<file path="config.mk">
export PLATFORM = sky130hd
export DESIGN_NAME = fetch_wait_stage
export DESIGN_NICKNAME = d
export VERILOG_FILES = /design/src/rtl/fetch_wait_stage_pkg.sv /design/src/rtl/fetch_wait_stage.sv
export SDC_FILE = /design/constraint.sdc
export NUM_CORES = 1
export LEC_CHECK = 0
export ABC_CLOCK_PERIOD_IN_PS = 4100
export CORE_MARGIN = 2
export CORE_UTILIZATION = 41
export DETAILED_ROUTE_END_ITERATION = 7
export PLACE_DENSITY = 0.95
export SLEW_MARGIN = 20
export SYNTH_ARGS = -nofsm -noshare
export SYNTH_HDL_FRONTEND = slang
export SYNTH_SLANG_ARGS = --single-unit
</file>
<file path="constraint.sdc">
create_clock -name clk -period 4.1 [get_ports clk]
set_input_delay 0.82 -clock clk [delete_from_list [all_inputs] [get_ports clk]]
set_output_delay 0.82 -clock clk [all_outputs]
set_load 0.1 [all_outputs]
</file>
<file path="src/rtl/fetch_wait_stage_pkg.sv">
// Shared definitions for the IF_wait stage: FSM state encoding and fetch exception codes.
package fetch_wait_stage_pkg;

    typedef enum logic [1:0] {
        ST_EMPTY = 2'd0,
        ST_WAIT  = 2'd1,
        ST_DROP  = 2'd2,
        ST_FULL  = 2'd3
    } fws_state_e;

    localparam logic [4:0] EXC_ADEL = 5'h04;
    localparam logic [4:0] EXC_TLBL = 5'h02;

endpackage

</file>
<file path="src/rtl/fetch_wait_stage.sv">
// IF_wait: holds one in-flight fetch, waits for the bus response and hands the
// instruction to decode; responses of cancelled fetches are absorbed silently.
module fetch_wait_stage
    import fetch_wait_stage_pkg::*;
#(
    parameter logic [31:0] RESET_PC_O = 32'd0
) (
    input  logic        clk,
    input  logic        reset,
    output logic        ready_o,
    input  logic        valid_i,
    input  logic [31:0] pc_i,
    input  logic        cancelled_i,
    input  logic        exc_i,
    input  logic        exc_miss_i,
    input  logic [4:0]  exccode_i,
    input  logic        inst_data_ok,
    input  logic [31:0] inst_rdata,
    input  logic        cancel_i,
    output logic        valid_o,
    output logic [31:0] pc_o,
    output logic [31:0] inst_o,
    output logic        exc_o,
    output logic        exc_miss_o,
    output logic [4:0]  exccode_o,
    input  logic        ready_i
);

    fws_state_e state;
    fws_state_e load_state;
    logic       accept;
    logic       kill_in;

    assign ready_o = (state == ST_EMPTY)
                   | ((state == ST_FULL) & ready_i)
                   | ((state == ST_DROP) & inst_data_ok);
    assign accept  = valid_i & ready_o;
    assign valid_o = (state == ST_FULL);

    // A flush arriving with the entry kills it, but its bus request (if any) is still outstanding.
    always_comb begin
        kill_in = cancelled_i | cancel_i;
        if (exc_i) begin
            load_state = kill_in ? ST_EMPTY : ST_FULL;
        end else begin
            load_state = kill_in ? ST_DROP : ST_WAIT;
        end
    end

    always_ff @(posedge clk) begin
        if (reset) begin
            state      <= ST_EMPTY;
            pc_o       <= RESET_PC_O;
            inst_o     <= '0;
            exc_o      <= 1'b0;
            exc_miss_o <= 1'b0;
            exccode_o  <= '0;
        end else if (accept) begin
            state      <= load_state;
            pc_o       <= pc_i;
            inst_o     <= '0;
            exc_o      <= exc_i;
            exc_miss_o <= exc_miss_i;
            exccode_o  <= exccode_i;
        end else begin
            case (state)
                ST_WAIT: begin
                    if (inst_data_ok) begin
                        if (cancel_i) begin
                            state <= ST_EMPTY;
                        end else begin
                            state  <= ST_FULL;
                            inst_o <= inst_rdata;
                        end
                    end else if (cancel_i) begin
                        state <= ST_DROP;
                    end
                end
                ST_DROP: begin
                    if (inst_data_ok) begin
                        state <= ST_EMPTY;
                    end
                end
                ST_FULL: begin
                    if (cancel_i || ready_i) begin
                        state <= ST_EMPTY;
                    end
                end
                default: ;
            endcase
        end
    end

endmodule

</file>
==> flow_summary.json, run 1 <==
{
  "outcome": "finished, final reports clean",
  "finalSetupTns_ps": 0,
  "clock_latency_ps": 330,
  "syn_nets": 429,
  "synthAdderAreaFrac_pct": 2.76,
  "ys_async_sr_fraction_pct": 0,
  "grt_pass1_wl_um": 12600,
  "vias": 2799,
  "ys_warn_count": 0,
  "synth_ff_type": "dfxtp_1",
  "nets": 570,
  "ff2ff_setup_slack_ps": 1760,
  "grt_usage_pct": 21.6,
  "tightest_slew_ps": 1000,
  "hold_start": "pc_o[5]$_SDFFE_PP0P_",
  "start_util_pct": 42.5,
  "post_cts_resized": 0,
  "yosys.area.top_type": "dfxtp_1",
  "gp_congestion": 0.768,
  "slowest_delay_ps": 1210,
  "design_area_um2": 4460,
  "cts_buffers": 9,
  "crit_end": "valid_o",
  "worstRegToRegCells": 6,
  "syn-mean-instance-area_um2": 7.87,
  "die_w_um": 85.4,
  "setup_viol": 0,
  "p_leak_nw": 1.61,
  "hold_path_depth": 2,
  "hold_viol": 0,
  "regToRegEndpoint": "pc_o[15]$_SDFFE_PP0P_",
  "crit_start": "state[0]$_SDFFE_PP0P_",
  "portBuffers": 150,
  "crit_slowest_cell": "clkdlybuf4s50_1",
  "avgViaCountPerCell": 4.93,
  "htreeDepth": 3,
  "postCtsHoldBufs": 0,
  "synth_top_area_share_pct": 53.8,
  "path_class": "flop to output pin",
  "ys_seq_elements": 73,
  "max_freq_ghz": 0.330,
  "synth-edff-count": 0,
  "pre_cts_slack_ps": 1050,
  "syn2layout_area_growth_pct": 64.3,
  "hold_class": "flop to flop",
  "drive_above_1_share_pct": 4.89,
  "fillers": 509,
  "skew_ps": 8.56,
  "synth_top_family_by_area": "simple AND/OR/NAND/NOR gates",
  "cts_sinks": 73,
  "detail-route-antenna-nets": 0,
  "die-area_um2": 7290,
  "cp_num_buf_inv": 1,
  "worst_setup_path_end_kind": "output pin",
  "cpLargestDelayFamily": "buffers and inverters",
  "irDropWorstVdd_mv": 0.351,
  "postPlaceCellArea_um2": 4220,
  "fin_crit_sh_pct": 74.0,
  "synth_cell_types": 23,
  "synth_area_leaders": "dfxtp_1 54%, nand2_1 20%, a21oi_1 14%",
  "cts_setup_buffers": 0,
  "drc_errors": 0,
  "final_common_cell": "clkdlybuf4s50_1",
  "synth_compound_area_share_pct": 16.2,
  "cp.depth": 2,
  "root_buffer": "clkbuf_8",
  "wl_per_cell_um": 14.3,
  "cp.arrival_ps": 2210,
  "synth-simple-area-share_pct": 22.5,
  "yosysSeqAreaShare_pct": 53.8,
  "hpwl_um": 5800,
  "io_pins": 151,
  "antenna_found_initial": 0,
  "syn_area_um2": 2720,
  "critPathMaxFanout": 6,
  "die_height_um": 85.4,
  "drtIter0Drc": 86,
  "crit_required_ps": 3280,
  "grt_start_max_net_pins": 42,
  "drv_cap": 0,
  "synthMuxAreaShare_pct": 0,
  "core_um2": 6390,
  "power.total_mw": 2.63,
  "wl_um": 8100,
  "mostFrequentLayoutCells": "149 x clkdlybuf4s50_1, 145 x nand2_1, 74 x a21oi_1, 73 x dfxtp_1, 11 x clkbuf_8",
  "grt_pass1_vias": 2763,
  "cp-start-kind": "flop",
  "rsz0062_at_grt": "false",
  "fin_util_pct": 69.9,
  "setup_slack_ps": 1070,
  "cts_tree": "done",
  "r2r-start": "state[0]$_SDFFE_PP0P_",
  "gr-total-overflow": 0,
  "relSlewSlack_pct": 32.8,
  "path_cells": "ha_1, clkdlybuf4s50_1",
  "rows": 29,
  "postSynthCellCount": 345,
  "fin_crit_ps": 3030,
  "first_pass_iters": 4,
  "max-clock-path-buffers": 2,
  "power.density_nw_per_um2": 588,
  "synth_xor_area_share_pct": 0,
  "antenna_cells": 0,
  "drv_slew": 0,
  "clk_pin_slew_ps": 80
}
[logic make-up after synthesis]
kind of cell    after synthesis
simple gates                156
compound gates               82
flops                        73
buf+inv                      28
fa+ha+maj                     6
[worst register-to-register path, delay by kind of cell, from the launching register on]
kind,cells,cell delay [ps]
compound gates,2,410
flops,1,380
buf+inv,1,360
simple gates,2,840
fa+ha+maj,1,300
[sequential cells by signal (all words and copies together), names as in the netlist]
name,cells
exc_miss_o,1
exccode_o,5
pc_o,32
exc_o,1
state,2
inst_o,32
[per-stage QoR]
stage,hold slack [ps],cells
2_1_floorplan,513,345
5_1_grt,475,568
3_3_place_gp,441,551
4_1_cts,457,567
3_5_place_dp,447,551
6_report,453,568
[synth_stat cells, drive strengths merged (2+ instances only)]
master and n:
nand2 145, a21oi 74, dfxtp 73, clkbuf 14, buf 10, ha 6
inv 4, nor2 3, a221oi 2, and3b 2, nand2b 2, nand3b 2
[how the worst min path moves through the flow]
| stage | endpoint |
|---|---|
| after floorplan | state[1]$_SDFFE_PP0P_ |
| after global placement | inst_o[4]$_SDFFE_PP0P_ |
| after detailed placement | pc_o[21]$_SDFFE_PP0P_ |
| after CTS | pc_o[5]$_SDFFE_PP0P_ |
| after global routing | exccode_o[0]$_SDFFE_PP0P_ |
| final | pc_o[5]$_SDFFE_PP0P_ |
[cell type report]
class	instances	area, um^2	share of cell area [%]
timing repair buffer	154	1530	34.3
sequential	73	1460	32.7
multi-input combinational	244	1130	25.3
clock buffer	11	151	3.39
tap	77	96.3	2.16
clock inverter	5	77.6	1.74
inverter	4	15.0	0.336
[report_power, final]
group          internal (mW)  switching (mW)  total (mW)
combinational          0.300           0.864        1.16
clock                  0.374           0.250       0.624
sequential             0.791          0.0458       0.836
[metal layers]
metal  wire, um  global-route usage (%)  vias to the layer above
li1           -                       -                     1394
met1       3380                    25.5                     1270
met2       3930                    37.0                      120
met3        606                    5.64                       15
met4        185                    9.38                        0
met5          0                       0                        -
(Power assumes the default switching activity.)
==> inputs of run 2 (changes only) <==
--- a/config.mk
+++ b/config.mk
@@ -5,11 +5,11 @@
 export SDC_FILE = /design/constraint.sdc
 export NUM_CORES = 1
 export LEC_CHECK = 0
-export ABC_CLOCK_PERIOD_IN_PS = 4100
+export ABC_CLOCK_PERIOD_IN_PS = 3000
 export CORE_MARGIN = 2
-export CORE_UTILIZATION = 41
+export CORE_UTILIZATION = 38
 export DETAILED_ROUTE_END_ITERATION = 7
-export PLACE_DENSITY = 0.95
+export PLACE_DENSITY = 0.9
 export SLEW_MARGIN = 20
 export SYNTH_ARGS = -nofsm -noshare
 export SYNTH_HDL_FRONTEND = slang
==> constraint.sdc (replaced) <==
create_clock -name clk -period 3 [get_ports clk]
set_input_delay 0.6 -clock clk [delete_from_list [all_inputs] [get_ports clk]]
set_output_delay 0.6 -clock clk [all_outputs]
set_load 0.1 [all_outputs]
==> run 2 against run 1 <==
Worst setup slack got worse by 360 ps. Global-route usage decreased by 2.7 points. Hold slack gained 2.5 ps. Clock power increased by 57%. Wire length down 9.2%. Register-to-register slack lost 820 ps. Clock skew fell by 1.5 ps. Critical path type is now primary input to output pin. First-iteration DRC count grew 3.5%. Flip-flop and latch count unchanged. Design area fell by 2.2%.
==> flow_summary.json, run 2 (synthesis gave the netlist of run 1 again) <==
{
  "outcome": "finished, final reports clean",
  "tightest_slew_ps": 399,
  "portBuffers": 150,
  "crit_start": "inst_data_ok",
  "p_leak_nw": 1.78,
  "hold_viol": 0,
  "r2r-start": "state[0]$_SDFFE_PP0P_",
  "seqPwrFrac_pct": 30.7,
  "die_w_um": 88.5,
  "max_freq_ghz": 0.436,
  "post_cts_resized": 0,
  "reg.largest.list": "inst_o (32), pc_o (32), exccode_o (5)",
  "start_util_pct": 39.5,
  "drc_errors": 0,
  "p_comb_share_pct": 42.8,
  "switching_share_pct": 42.9,
  "max-clock-path-buffers": 2,
  "wl_um": 7360,
  "drv_slew": 0,
  "holdPathEnd": "pc_o[14]$_SDFFE_PP0P_",
  "io_pins": 151,
  "avgViaCountPerCell": 4.72,
  "worst_setup_path_end_kind": "output pin",
  "antenna_found_initial": 0,
  "die-area_um2": 7840,
  "power.total_mw": 3.71,
  "hold_class": "flop to flop",
  "gp_congestion": 0.774,
  "fin_util_pct": 63.6,
  "htreeDepth": 3,
  "power.density_nw_per_um2": 850,
  "cp-start-kind": "primary input",
  "ff2ff_setup_slack_ps": 940,
  "final_common_cell": "nand2_1",
  "wl_per_cell_um": 12.5,
  "fin_crit_sh_pct": 76.5,
  "mostFrequentLayoutCells": "145 x nand2_1, 79 x buf_4, 77 x clkdlybuf4s50_1, 74 x a21oi_1, 73 x dfxtp_1",
  "root_buffer": "clkbuf_8",
  "grt_start_max_net_pins": 39,
  "antenna_cells": 0,
  "finalSetupTns_ps": 0,
  "p_int_mw": 2.12,
  "postCtsHoldBufs": 0,
  "clk_pin_slew_ps": 70,
  "core_um2": 6870,
  "drive_above_1_share_pct": 19.6,
  "drv_cap": 0,
  "regToRegEndpoint": "inst_o[21]$_SDFFE_PP0P_",
  "hpwl_um": 5480,
  "skew_ps": 7.07,
  "rows": 30,
  "holdWs_ps": 455,
  "first_pass_iters": 4,
  "drtIter0Drc": 89,
  "nets": 573,
  "path_class": "primary input to output pin",
  "clock_latency_ps": 330,
  "hold_path_depth": 2,
  "cts_setup_buffers": 0,
  "die_height_um": 88.5,
  "vias": 2783,
  "setup_viol": 0,
  "rsz0062_at_grt": "false",
  "relSlewSlack_pct": 73.4,
  "cts_sinks": 73,
  "worstRegToRegCells": 8,
  "critPathMaxFanout": 6,
  "grt_pass1_wl_um": 11800,
  "hold_start": "pc_o[14]$_SDFFE_PP0P_",
  "syn2layout_area_growth_pct": 60.7,
  "cts_tree": "done",
  "switchingPower_mw": 1.59,
  "irDropWorstVdd_mv": 0.503,
  "cts_buffers": 9,
  "crit_required_ps": 2400,
  "detail-route-antenna-nets": 0,
  "grt_usage_pct": 18.9,
  "cp.arrival_ps": 1690,
  "grt_pass1_vias": 2692,
  "p_clk_share_pct": 26.5,
  "fin_crit_ps": 2290,
  "gr-total-overflow": 0
}
[run 2: how the worst max path moves through the flow]
| stage | slack [ps] | end | depth (start not counted) |
|---|---|---|---|
| floorplan | 270 | inst_o[0]$_SDFFE_PP0P_ | 6 |
| global placement | 570 | inst_o[0]$_SDFFE_PP0P_ | 7 |
| detailed placement | 530 | inst_o[3]$_SDFFE_PP0P_ | 7 |
| CTS | 710 | ready_o | 3 |
| global route | 660 | ready_o | 3 |
| finish | 710 | ready_o | 3 |
[run 2: final cells by class]
class,count,area [um^2]
clock inverter,6,130
sequential,73,1460
multi-input combinational,244,1130
timing repair buffer,157,1380
clock buffer,10,128
fill,599,2500
tap,96,120
inverter,4,15.0
[run 2: worst max-delay path, cell delays in order]
cell	delay, ps
clkdlybuf4s50_1	490
a221o_2	420
buf_12	180
[run 2: power groups by stage]
stage | Combinational, mW | Sequential [mW] | Clock, mW
global route | 1.68 | 1.15 | 1.05
floorplan | 0.492 | 1.87 | 0
finish | 1.59 | 1.14 | 0.982
detailed placement | 1.60 | 1.16 | 0
CTS | 1.60 | 1.14 | 1.01
global placement | 1.57 | 1.16 | 0
[run 2: metal layers]
metal  global-route usage, %  vias to the layer above  part of all wire (%)
met3                    5.88                       14                   8.5
li1                        -                     1402                     -
met2                    34.0                       99                    49
met5                       0                        -                     0
met1                    20.6                     1268                    41
met4                    7.71                        0                   1.8
[run 2: through the flow]
step | std cells | setup WS, ps | area [um^2]
after detailed placement | 574 | 526 | 4110
final | 590 | 706 | 4370
after floorplan | 345 | 265 | 2720
after global placement | 574 | 567 | 4110
after CTS | 590 | 713 | 4370
after global routing | 590 | 656 | 4370
==> inputs of run 3 (changes only) <==
--- a/config.mk
+++ b/config.mk
@@ -5,11 +5,11 @@
 export SDC_FILE = /design/constraint.sdc
 export NUM_CORES = 1
 export LEC_CHECK = 0
-export ABC_CLOCK_PERIOD_IN_PS = 3000
+export ABC_CLOCK_PERIOD_IN_PS = 2100
 export CORE_MARGIN = 2
-export CORE_UTILIZATION = 38
+export CORE_UTILIZATION = 35
 export DETAILED_ROUTE_END_ITERATION = 7
-export PLACE_DENSITY = 0.9
+export PLACE_DENSITY = 0.88
 export SLEW_MARGIN = 20
 export SYNTH_ARGS = -nofsm -noshare
 export SYNTH_HDL_FRONTEND = slang
==> constraint.sdc (replaced) <==
create_clock -name clk -period 2.1 [get_ports clk]
set_input_delay 0.42 -clock clk [delete_from_list [all_inputs] [get_ports clk]]
set_output_delay 0.42 -clock clk [all_outputs]
set_load 0.1 [all_outputs]
==> run 3 against run 2 <==
Core utilization shrank 5.1 points. Sequential power is 44% higher. Die area rose by 8.2%. Wire length up 2.1%. Critical path type is now flop to output pin. Largest power group unchanged. Flip-flop and latch count is the same. Sequential share of layout area decreased by 0.52 points. Highest routed layer unchanged. Global-route usage is 0.76 points lower. Critical path depth is 1 higher.
==> flow_summary.json, run 3 (synthesis gave the netlist of run 1 again) <==
{
  "irDropWorstVdd_mv": 0.622,
  "setup_viol": 0,
  "mostFrequentLayoutCells": "145 x nand2_1, 78 x buf_4, 77 x clkdlybuf4s50_1, 74 x a21oi_1, 72 x dfxtp_1",
  "cts_buffers": 9,
  "crit_required_ps": 1680,
  "reg.largest.list": "inst_o (32), pc_o (32), exccode_o (5)",
  "syn2layout_area_growth_pct": 63.7,
  "p_leak_nw": 1.80,
  "clk_pin_slew_ps": 70,
  "path_cells": "inv_1, ha_1, a221o_4, buf_12",
  "outcome": "finished, final reports clean",
  "cts_sinks": 73,
  "pre_cts_slack_ps": -40.6,
  "grt_usage_pct": 18.2,
  "avgViaCountPerCell": 4.65,
  "portBuffers": 150,
  "core_um2": 7610,
  "drv_slew": 0,
  "fin_crit_sh_pct": 95.0,
  "tightest_slew_ps": 296,
  "cts_tree": "done",
  "relSlewSlack_pct": 80.2,
  "setup_slack_ps": 105,
  "slowest_delay_ps": 390,
  "grt_pass1_vias": 2737,
  "max-clock-path-buffers": 2,
  "wl_per_cell_um": 12.5,
  "grt_pass1_wl_um": 12400,
  "hold_class": "flop to flop",
  "cts_setup_buffers": 0,
  "drc_errors": 0,
  "io_pins": 151,
  "root_buffer": "clkbuf_8",
  "drtIter0Drc": 70,
  "nets": 576,
  "worst_setup_path_end_kind": "output pin",
  "critPathMaxFanout": 4,
  "clock_latency_ps": 330,
  "cp.arrival_ps": 1570,
  "first_pass_iters": 7,
  "power.density_nw_per_um2": 1170,
  "grt_start_max_net_pins": 33,
  "postCtsHoldBufs": 0,
  "vias": 2783,
  "die_w_um": 92.1,
  "hpwl_um": 5530,
  "detail-route-antenna-nets": 0,
  "path_class": "flop to output pin",
  "crit_slowest_cell": "dfxtp_1",
  "ff2ff_setup_slack_ps": 250,
  "antenna_found_initial": 0,
  "gr-total-overflow": 0,
  "antenna_cells": 0,
  "gp_congestion": 0.787,
  "hold_viol": 0,
  "cp-start-kind": "flop",
  "die-area_um2": 8480,
  "drv_cap": 0,
  "cpLargestDelayFamily": "flip-flops",
  "fin_crit_ps": 1990,
  "crit_start": "state[1]$_SDFFE_PP0P_",
  "rows": 32,
  "wl_um": 7510,
  "r2r-start": "state[1]$_SDFFE_PP0P_",
  "drive_above_1_share_pct": 20.9,
  "die_height_um": 92.1,
  "final_common_cell": "nand2_1",
  "max_freq_ghz": 0.501,
  "hold_start": "pc_o[10]$_SDFFE_PP0P_",
  "cp_num_buf_inv": 2,
  "start_util_pct": 35.7,
  "htreeDepth": 3,
  "rsz0062_at_grt": "false",
  "finalSetupTns_ps": 0,
  "skew_ps": 9.58
}
[run 3: cell types whose count changed in the layout (fill, tap and decap cells not counted)]
| cell | delta |
|---|---|
| dfxtp_1 | -1 |
| a221o_4 | +1 |
| ha_1 | -2 |
| dfxtp_4 | +1 |
| buf_4 | -1 |
| ha_4 | +1 |
| a221o_2 | -1 |
| buf_12 | +4 |
| clkbuf_8 | +2 |
| clkbuf_1 | -1 |
| bufinv_16 | -2 |
| clkinvlp_4 | +1 |
| ha_2 | +1 |
[run 3: path summary, 6_finish.rpt]
kind | endpoint | depth (start not counted)
setup reg to reg | pc_o[26]$_SDFFE_PP0P_ | 7
hold / removal | pc_o[10]$_SDFFE_PP0P_ | 2
setup / recovery | ready_o | 4
hold reg to reg | pc_o[10]$_SDFFE_PP0P_ | 2
[run 3: cell type report]
class	count	area, um^2
Clock inverter	5	77.6
Clock buffer	11	151
Tap cell	102	128
Inverter	4	15.0
Sequential cell	73	1470
Fill cell	671	3160
Timing Repair Buffer	160	1460
Multi-Input combinational cell	244	1150
[run 3: where the power goes]
part           internal (mW)  total (mW)  switching, mW
clock network          0.730        1.23          0.497
registers               1.55        1.64         0.0941
logic                  0.632        2.33           1.70
total                   2.91        5.20           2.29
[run 3: per-layer routing]
metal	GRT usage (%)	up-vias	part of all wire [%]
li1	-	1408	-
met1	20.6	1268	41
met2	32.5	102	50
met3	6.33	5	7.5
met4	4.73	0	0.83
met5	0	-	0
[run 3: timing repair]
action	in CTS	in global routing
gates cloned	0	0
gates resized for setup	1	2
endpoints found under the setup margin	1	1
[run 3: stage by stage]
| stage | power, mW | area [um^2] | cells | utilization, % | hold slack (ps) |
|---|---|---|---|---|---|
| global route | 5.45 | 4450 | 599 | 58.4 | 474 |
| floorplan | 3.41 | 2740 | 345 | - | 541 |
| finish | 5.20 | 4450 | 599 | 58.4 | 455 |
| detailed placement | 4.01 | 4210 | 583 | 55.3 | 448 |
| CTS | 5.26 | 4440 | 599 | 58.4 | 458 |
| global placement | 3.97 | 4210 | 583 | 55.3 | 443 |
[run 3: worst reg2reg max path, cell delays in order, from the launching register on]
cell and delay (ps):
dfxtp_1 390, inv_1 100, ha_1 210, a221o_4 370, and2_1 240, buf_4 250, nand2_1 110, a21oi_1 60
